`src/rtl/path_playback_ctrl.sv`:
```
// Replays a solved maze path from the path memory, one move per MOVE_PERIOD-cycle slot.
// Optional reverse replay (goal -> start, inverted moves) is enabled by defining REVERSE_PLAY_EN.
module path_playback_ctrl #(
  parameter int ADDR_W      = 8,
  parameter int MOVE_PERIOD = 2
) (
  input  logic              clk,
  input  logic              rst,
  input  logic              solved,
  input  logic              fail,
  input  logic [ADDR_W:0]   path_len,
  input  logic              run,
`ifdef REVERSE_PLAY_EN
  input  logic              rev,
`endif
  output logic              rd_en,
  output logic [ADDR_W-1:0] rd_addr,
  input  logic [1:0]        rd_data,
  output logic [1:0]        Move,
  output logic              move_valid,
  output logic              busy,
  output logic              play_done
);

  typedef enum logic [1:0] {IDLE, ARMED, FETCH, SHOW} state_t;

  localparam logic [7:0]        LAST  = 8'(MOVE_PERIOD - 1);
  localparam logic [ADDR_W:0]   ONE_L = 1;
  localparam logic [ADDR_W-1:0] ONE_A = 1;

  state_t            state;
  logic              run_q, done_pend, rev_r, rev_in;
  logic [ADDR_W:0]   len_r;
  logic [ADDR_W-1:0] idx, idx_nxt, idx_first;
  logic [7:0]        cnt, cnt_nxt;
  logic [1:0]        mv_xor;
  logic              start, more;

`ifdef REVERSE_PLAY_EN
  assign rev_in = rev;
`else
  assign rev_in = 1'b0;
`endif

  assign start     = run & ~run_q;
  assign idx_first = rev_in ? (len_r[ADDR_W-1:0] - ONE_A) : '0;
  assign idx_nxt   = rev_r ? (idx - ONE_A) : (idx + ONE_A);
  // idx never advances past the final move, so a full 2^ADDR_W path never wraps a fetch
  assign more      = rev_r ? (idx != '0) : (({1'b0, idx} + ONE_L) < len_r);
  assign mv_xor    = rev_r ? 2'b10 : 2'b00;
  // cnt == 0 marks the SHOW entry cycle, when rd_data carries the fetched move
  assign cnt_nxt   = (cnt == 8'd0) ? 8'd1 : cnt + 8'd1;

  always_ff @(posedge clk or negedge rst) begin
    if (!rst) begin
      state      <= IDLE;
      run_q      <= 1'b0;
      done_pend  <= 1'b0;
      rev_r      <= 1'b0;
      len_r      <= '0;
      idx        <= '0;
      cnt        <= '0;
      rd_en      <= 1'b0;
      rd_addr    <= '0;
      Move       <= 2'b00;
      move_valid <= 1'b0;
      busy       <= 1'b0;
      play_done  <= 1'b0;
    end else begin
      run_q      <= run;
      rd_en      <= 1'b0;
      move_valid <= 1'b0;
      done_pend  <= 1'b0;
      play_done  <= done_pend;
      case (state)
        IDLE: begin
          if (solved && !fail) begin
            state <= ARMED;
            len_r <= path_len;
          end
        end
        ARMED: begin
          if (fail) begin
            state <= IDLE;
          end else begin
            if (solved) len_r <= path_len;
            if (start) begin
              if (len_r == '0) begin
                done_pend <= 1'b1;
              end else begin
                state   <= FETCH;
                busy    <= 1'b1;
                rd_en   <= 1'b1;
                idx     <= idx_first;
                rd_addr <= idx_first;
                rev_r   <= rev_in;
              end
            end
          end
        end
        FETCH: begin
          if (fail) begin
            state <= IDLE;
            busy  <= 1'b0;
          end else begin
            state <= SHOW;
            cnt   <= '0;
          end
        end
        SHOW: begin
          if (fail) begin
            state <= IDLE;
            busy  <= 1'b0;
          end else begin
            cnt <= cnt_nxt;
            if (cnt == 8'd0) begin
              Move       <= rd_data ^ mv_xor;
              move_valid <= 1'b1;
            end
            // next fetch overlaps the current slot so moves land exactly MOVE_PERIOD apart
            if (more && cnt_nxt == LAST) begin
              state   <= FETCH;
              rd_en   <= 1'b1;
              idx     <= idx_nxt;
              rd_addr <= idx_nxt;
            end else if (!more && cnt == LAST) begin
              state     <= ARMED;
              busy      <= 1'b0;
              done_pend <= 1'b1;
            end
          end
        end
        default: state <= IDLE;
      endcase
    end
  end

endmodule

```
`config.mk`:
```
export PLATFORM = sky130hd
export DESIGN_NAME = path_playback_ctrl
export DESIGN_NICKNAME = d
export VERILOG_FILES = /design/src/rtl/path_playback_ctrl.sv
export SDC_FILE = /design/constraint.sdc
export NUM_CORES = 1
export LEC_CHECK = 0
export ABC_AREA = 1
export CAP_MARGIN = 10
export CORE_MARGIN = 3
export CORE_UTILIZATION = 56
export CTS_BUF_LIST = sky130_fd_sc_hd__clkbuf_8
export CTS_CLUSTER_DIAMETER = 80
export CTS_CLUSTER_SIZE = 20
export DETAILED_ROUTE_END_ITERATION = 6
export HOLD_SLACK_MARGIN = 0.1
export PLACE_DENSITY = 0.82
export SYNTH_ARGS = -nofsm -noshare
export SYNTH_HDL_FRONTEND = slang
export SYNTH_SLANG_ARGS = --single-unit
```
`constraint.sdc`:
```
create_clock -name clk -period 2.8 [get_ports clk]
set_clock_uncertainty 0.1 [all_clocks]
set_input_delay 0.42 -clock clk [delete_from_list [all_inputs] [get_ports clk]]
set_output_delay 0.42 -clock clk [all_outputs]
set_load 0.05 [all_outputs]
```
==> results.json, run 1 <==
{
  "status": "finished, final reports clean",
  "clockRootBuffer": "clkbuf_8",
  "wl_per_cell_um": 12.33,
  "clkTransAtPathRegs_ns": 0.07,
  "ys_ff_latch": 35,
  "synth.top_cell.area_share_pct": 41.82,
  "synth_nets": 305,
  "grt_pass1_vias": 1780,
  "crit_path_max_fanout": 6,
  "drtIter0Drc": 236,
  "start_kind": "flop",
  "p_total_w": 0.002030,
  "ys_types": 28,
  "clock_latency_ns": 0.29,
  "num_antenna_cells": 0,
  "hp-class": "reg2reg",
  "post-place-ws_ns": 0.1754,
  "firstDrtPassIters": 5,
  "cpPeakStageDelay_ns": 0.44,
  "die_height_um": 67.16,
  "cp_data_required_time_ns": 2.92,
  "nNetsFinal": 342,
  "place.gp.congestion": 0.9156,
  "grt_max_degree": 36,
  "antenna_found_initial": 0,
  "avgSynthCellArea_um2": 7.561,
  "drv_slew": 0,
  "final-hold-violation-count": 0,
  "ys_seq_area_share_pct": 41.82,
  "p_leak_nw": 1.356,
  "cts_setup_buffers": 0,
  "syn_area_mm2": 0.002095,
  "cts_tree": "yes",
  "cts_hold_buf": 0,
  "io_pins": 30,
  "crit_top_cell": "nand2_1",
  "yosys_warnings": 0,
  "end_kind": "flop",
  "ctsResizeCount": 0,
  "cp.arrival_ns": 2.69,
  "vias": 1859,
  "worstMarginPinSlew_ns": 0.6423,
  "io_buffers": 29,
  "area_growth_pct": 21.03,
  "clockBufferDepth": 2,
  "cts.sinks": 35,
  "tns_ns": 0,
  "htreeDepth": 2,
  "synthCells": 277,
  "start_util_pct": 60.39,
  "setup_viol_count_final": 0,
  "cpMaxStageDelayCell": "dfrtp_2",
  "grt_first_pass_wirelength_um": 7721,
  "fin_ws_ns": 0.2303,
  "critPathKind": "reg2reg",
  "grt_remaining_overflow": 0,
  "drt_wl_total_um": 4427,
  "rsz0062_at_grt": "false",
  "fin_crit_ns": 2.570,
  "power.density_mw_per_mm2": 800.8,
  "slew-limit-headroom_pct": 57.02,
  "drc": 0,
  "path_cells": "ha_1 > nand2_1 > inv_1 > nand2_1 > inv_1 > nand3_1 > nand2_1 > nand2_1 > inv_1 > ha_1 > nand2_1 > nor2_1 > nand3_1 > nand3_1 > nand2_1 > nand2_1 > inv_1 > a21oi_1 > nand2_1 > nand2_1",
  "drive_above_1_share_pct": 7.668,
  "die_x_um": 67.16,
  "max_clock_freq_ghz": 0.3891,
  "row_count": 21,
  "die-area_mm2": 0.004510,
  "yosysTopAreaCell": "dfrtp_1",
  "vias_per_cell": 5.178,
  "min_period_over_period_pct": 91.78,
  "ys_top_cells_by_area": "dfrtp_1 (42%), nand2_1 (13%), inv_1 (8.4%)",
  "maxCapViolCount": 0,
  "numCtsBuffers": 5,
  "grt.total_usage_pct": 22.67,
  "peakVddDrop_mv": 0.4909,
  "postRouteAntennaNets": 0,
  "hpwl_um": 3317,
  "core-area_mm2": 0.003468
}
state kept, by name, summed over array words and instances (netlist names):
register	count
state	2
Move	2
busy	1
idx	8
rd_en	1
done_pend	1
move_valid	1
len_r	9
cnt	8
play_done	1
run_q	1
stage by stage:
stage / area (um2) / instances / hold WS (ns) / utilization (%)
2_1_floorplan: 2095 / 277 / 0.02441 / -
6_report: 2535 / 359 / 0.2722 / 73.09
3_5_place_dp: 2437 / 351 / 0.2511 / 70.27
5_1_grt: 2535 / 359 / 0.2712 / 73.09
3_3_place_gp: 2437 / 351 / 0.2329 / 70.27
4_1_cts: 2510 / 357 / 0.2704 / 72.37
power by group:
part / internal [W] / switching (W) / leakage (nW)
registers: 0.000639 / 0.000131 / 0.448
logic: 0.000320 / 0.000606 / 0.867
clock network: 0.000162 / 0.000172 / 0.0413
layer usage:
layer / GRT usage (%) / vias up / share of wire (%)
met5: 0 / - / 0
met4: 9.873 / 0 / 1.9
met3: 3.661 / 8 / 5.5
met2: 35.09 / 57 / 45
met1: 31.35 / 838 / 48
li1: - / 956 / -
logic make-up after synthesis:
group | synth area share [%]
compound gates | 7.348
mux | 0.5376
buf+inv | 9.557
flops | 41.82
xor+xnor | 2.449
simple gates | 31.12
fa+ha+maj | 7.168
Yosys cell counts, drive strengths merged:
| master | count |
|---|---|
| nor3 | 2 |
| nand3 | 25 |
| nor4 | 1 |
| nand3b | 1 |
| ha | 12 |
| o21ai | 8 |
| nor2 | 36 |
| mux2 | 1 |
| o32ai | 1 |
| nand4 | 6 |
| inv | 48 |
| a21oi | 12 |
| clkbuf | 1 |
| xor2 | 5 |
| dfrtp | 35 |
| nand2 | 74 |
| a21o | 1 |
| o22ai | 5 |
| a31oi | 1 |
| buf | 2 |
final timing paths:
| path | cells past startpoint | start | slack, ns | endpoint |
|---|---|---|---|---|
| worst min-delay path | 0 | done_pend | 0.27 | play_done |
| max in group asynchronous | 2 | rst | 1.83 | idx[0] |
| min in group asynchronous | 2 | rst | 0.44 | idx[3] |
| worst max-delay path | 20 | idx[0] | 0.23 | state[1] |
| worst min register to register | 0 | done_pend | 0.27 | play_done |
| worst max register to register | 20 | idx[0] | 0.23 | state[1] |
placed cells by master (no fill, tap or decap), types with 2 or more instances in the layout:
cell type | netlist | layout
nor3_1 | 2 | 2
nor2_2 | 2 | 2
nand2_2 | 4 | 4
a21oi_1 | 12 | 12
inv_1 | 47 | 47
nand2_1 | 70 | 70
nor2_4 | 3 | 3
o21ai_0 | 7 | 7
dfrtp_1 | 35 | 34
inv_2 | 1 | 2
buf_4 | 0 | 2
nand3_1 | 25 | 25
o22ai_1 | 5 | 5
clkbuf_8 | 0 | 5
xor2_1 | 4 | 4
nand4_1 | 5 | 5
ha_1 | 12 | 12
nor2_1 | 31 | 31
clkdlybuf4s50_1 | 0 | 29
worst max-delay path: cells and delay by family (launching register included):
family / cells / cell delay (ns)
simple gates: 13 / 1.05
flops: 1 / 0.44
compound gates: 1 / 0.18
buf+inv: 4 / 0.20
fa+ha+maj: 2 / 0.51
cell type report:
type | count | area [um2]
multi-input combinational | 193 | 1042
fill | 286 | 933.4
sequential | 35 | 877.1
timing repair buffer | 31 | 305.3
inverter | 48 | 180.2
clock buffer | 5 | 68.82
tap | 46 | 57.56
clock inverter | 1 | 3.754
(Power assumes the default switching activity.)
==> inputs of run 2 (changes only) <==
--- a/config.mk
+++ b/config.mk
@@ -7,14 +7,15 @@
 export LEC_CHECK = 0
 export ABC_AREA = 1
 export CAP_MARGIN = 10
+export CELL_PAD_IN_SITES_DETAIL_PLACEMENT = 2
+export CELL_PAD_IN_SITES_GLOBAL_PLACEMENT = 2
 export CORE_MARGIN = 3
-export CORE_UTILIZATION = 56
-export CTS_BUF_LIST = sky130_fd_sc_hd__clkbuf_8
+export CORE_UTILIZATION = 31
 export CTS_CLUSTER_DIAMETER = 80
 export CTS_CLUSTER_SIZE = 20
 export DETAILED_ROUTE_END_ITERATION = 6
-export HOLD_SLACK_MARGIN = 0.1
-export PLACE_DENSITY = 0.82
+export HOLD_SLACK_MARGIN = 0.02
+export PLACE_DENSITY_LB_ADDON = 0.1
 export SYNTH_ARGS = -nofsm -noshare
 export SYNTH_HDL_FRONTEND = slang
 export SYNTH_SLANG_ARGS = --single-unit
==> results.json, run 2 (synthesis gave the netlist of run 1 again) <==
{
  "final-hold-violation-count": 0,
  "clockRootBuffer": "clkbuf_8",
  "hp-class": "in2async",
  "status": "finished, final reports clean",
  "path_cells": "ha_2 > nand2_1 > inv_1 > nand2_1 > inv_1 > nand4_1 > nor2_1 > ha_1 > a21o_1 > nor2_2 > nand3_2 > inv_2 > nand4_4 > nand2_4 > buf_4 > nand3_1 > nand2_1",
  "final_cells": 397,
  "max_clock_freq_ghz": 0.3716,
  "drc": 0,
  "vias": 1954,
  "hpwl_um": 4699,
  "dp_cells": 382,
  "drv_slew": 0,
  "cp.depth": 17,
  "p_total_w": 0.002160,
  "io_buffers": 29,
  "tns_ns": 0,
  "cts.sinks": 35,
  "crit_top_cell": "nand2_1",
  "grt_remaining_overflow": 0,
  "clkTransAtPathRegs_ns": 0.08,
  "reg2reg_slack_ns": 0.11,
  "grt_max_degree": 36,
  "die-area_mm2": 0.007778,
  "cp_data_required_time_ns": 2.93,
  "reg2reg_depth": 17,
  "post-place-ws_ns": 0.07607,
  "final_common_cell": "nand2_1",
  "end_kind": "flop",
  "place.gp.congestion": 0.7782,
  "cpPeakStageDelay_ns": 0.43,
  "row_count": 29,
  "setup_viol_count_final": 0,
  "critPathKind": "reg2reg",
  "firstDrtPassIters": 4,
  "grt_first_pass_wirelength_um": 10110,
  "clock_latency_ns": 0.29,
  "vias_per_cell": 4.922,
  "grt_pass1_vias": 2059,
  "power.density_mw_per_mm2": 815.2,
  "maxCapViolCount": 0,
  "crit_family": "simple AND/OR/NAND/NOR gates",
  "wl_per_cell_um": 15.93,
  "core-area_mm2": 0.006459,
  "finalHoldWorstSlack_ns": 0.1165,
  "mostFrequentLayoutCells": "nand2_1 (69), inv_1 (46), dfrtp_1 (33), nor2_1 (29), clkdlybuf4s50_1 (28)",
  "p_leak_nw": 1.385,
  "cpMaxStageDelayCell": "dfrtp_1",
  "grt.total_usage_pct": 17.01,
  "largest_reg_flops": 9,
  "drt_wl_total_um": 6323,
  "antenna_found_initial": 0,
  "crit_path_max_fanout": 7,
  "clockBufferDepth": 2,
  "io_pins": 30,
  "min_period_over_period_pct": 96.10,
  "die_height_um": 88.20,
  "worst-path-buf-inv": 4,
  "die_x_um": 88.20,
  "top_register": "len_r",
  "top_regs": "len_r (9), cnt (8), idx (8)",
  "num_antenna_cells": 0,
  "cts_tree": "yes",
  "start_kind": "flop",
  "area_growth_pct": 26.52,
  "worstMarginPinSlew_ns": 0.8369,
  "drtIter0Drc": 50,
  "cp.arrival_ns": 2.82,
  "postRouteAntennaNets": 0,
  "numCtsBuffers": 5,
  "start_util_pct": 32.43,
  "fin_ws_ns": 0.1091,
  "htreeDepth": 2,
  "slew-limit-headroom_pct": 44.21,
  "peakVddDrop_mv": 0.2667,
  "drive_above_1_share_pct": 12.50,
  "nNetsFinal": 349,
  "fin_crit_ns": 2.691
}
==> run 2: cell count changes in the layout (fill, tap and decap cells not counted), moves of 2 or more <==
cell    delta
nor2_2     +2
ha_1       -2
buf_4      +9
nor2_1     -2
==> run 2: layer usage <==
metal / up-vias / routed length, um / share of wire, % / global-route usage, %
met1: 959 / 3061 / 48 / 22.09
li1: 958 / - / - / -
met3: 5 / 171 / 2.7 / 3.198
met2: 32 / 3055 / 48 / 29.16
met4: 0 / 34 / 0.54 / 4.121
met5: - / 0 / 0 / 0
==> run 2: worst register-to-register path: stages (launching register included) <==
cell and delay [ns]:
dfrtp_1 0.43, ha_2 0.21, nand2_1 0.05, inv_1 0.07, nand2_1 0.08, inv_1 0.08
nand4_1 0.10, nor2_1 0.15, ha_1 0.27, a21o_1 0.20, nor2_2 0.09, nand3_2 0.10
inv_2 0.10, nand4_4 0.14, nand2_4 0.15, buf_4 0.14, nand3_1 0.10, nand2_1 0.09
==> run 2: final timing paths <==
| check | from | end |
|---|---|---|
| max in group asynchronous | rst | idx[0] |
| min reg2reg | done_pend | play_done |
| max reg2reg | idx[1] | idx[1] |
| min in group clk | done_pend | play_done |
| min | rst | run_q |
| max | idx[1] | idx[1] |
==> run 2: repair_timing <==
action | CTS | global route
gates resized for setup | 0 | 14
buffers inserted | 0 | 9
setup endpoints to repair | 0 | 12
hold buffers | 0 | 0
==> run 2: through the flow <==
stage / instance area [um2] / utilization (%)
4_1_cts: 2544 / 39.38
3_3_place_gp: 2471 / 38.26
2_1_floorplan: 2095 / -
3_5_place_dp: 2471 / 38.26
6_report: 2650 / 41.03
5_1_grt: 2650 / 41.03
==> run 2: report_power, final <==
part	total (W)	switching (W)	internal [W]
clock network	0.000355	0.000188	0.000166
logic	0.00103	0.000659	0.000368
registers	0.000779	0.000140	0.000639
==> run 2: layout make-up <==
type,instances,area (um2)
timing repair buffer,40,367.9
multi-input combinational,191,1055
sequential,35,878.3
inverter,48,180.2
clock buffer,6,72.57
tap,77,96.34
fill,750,3809
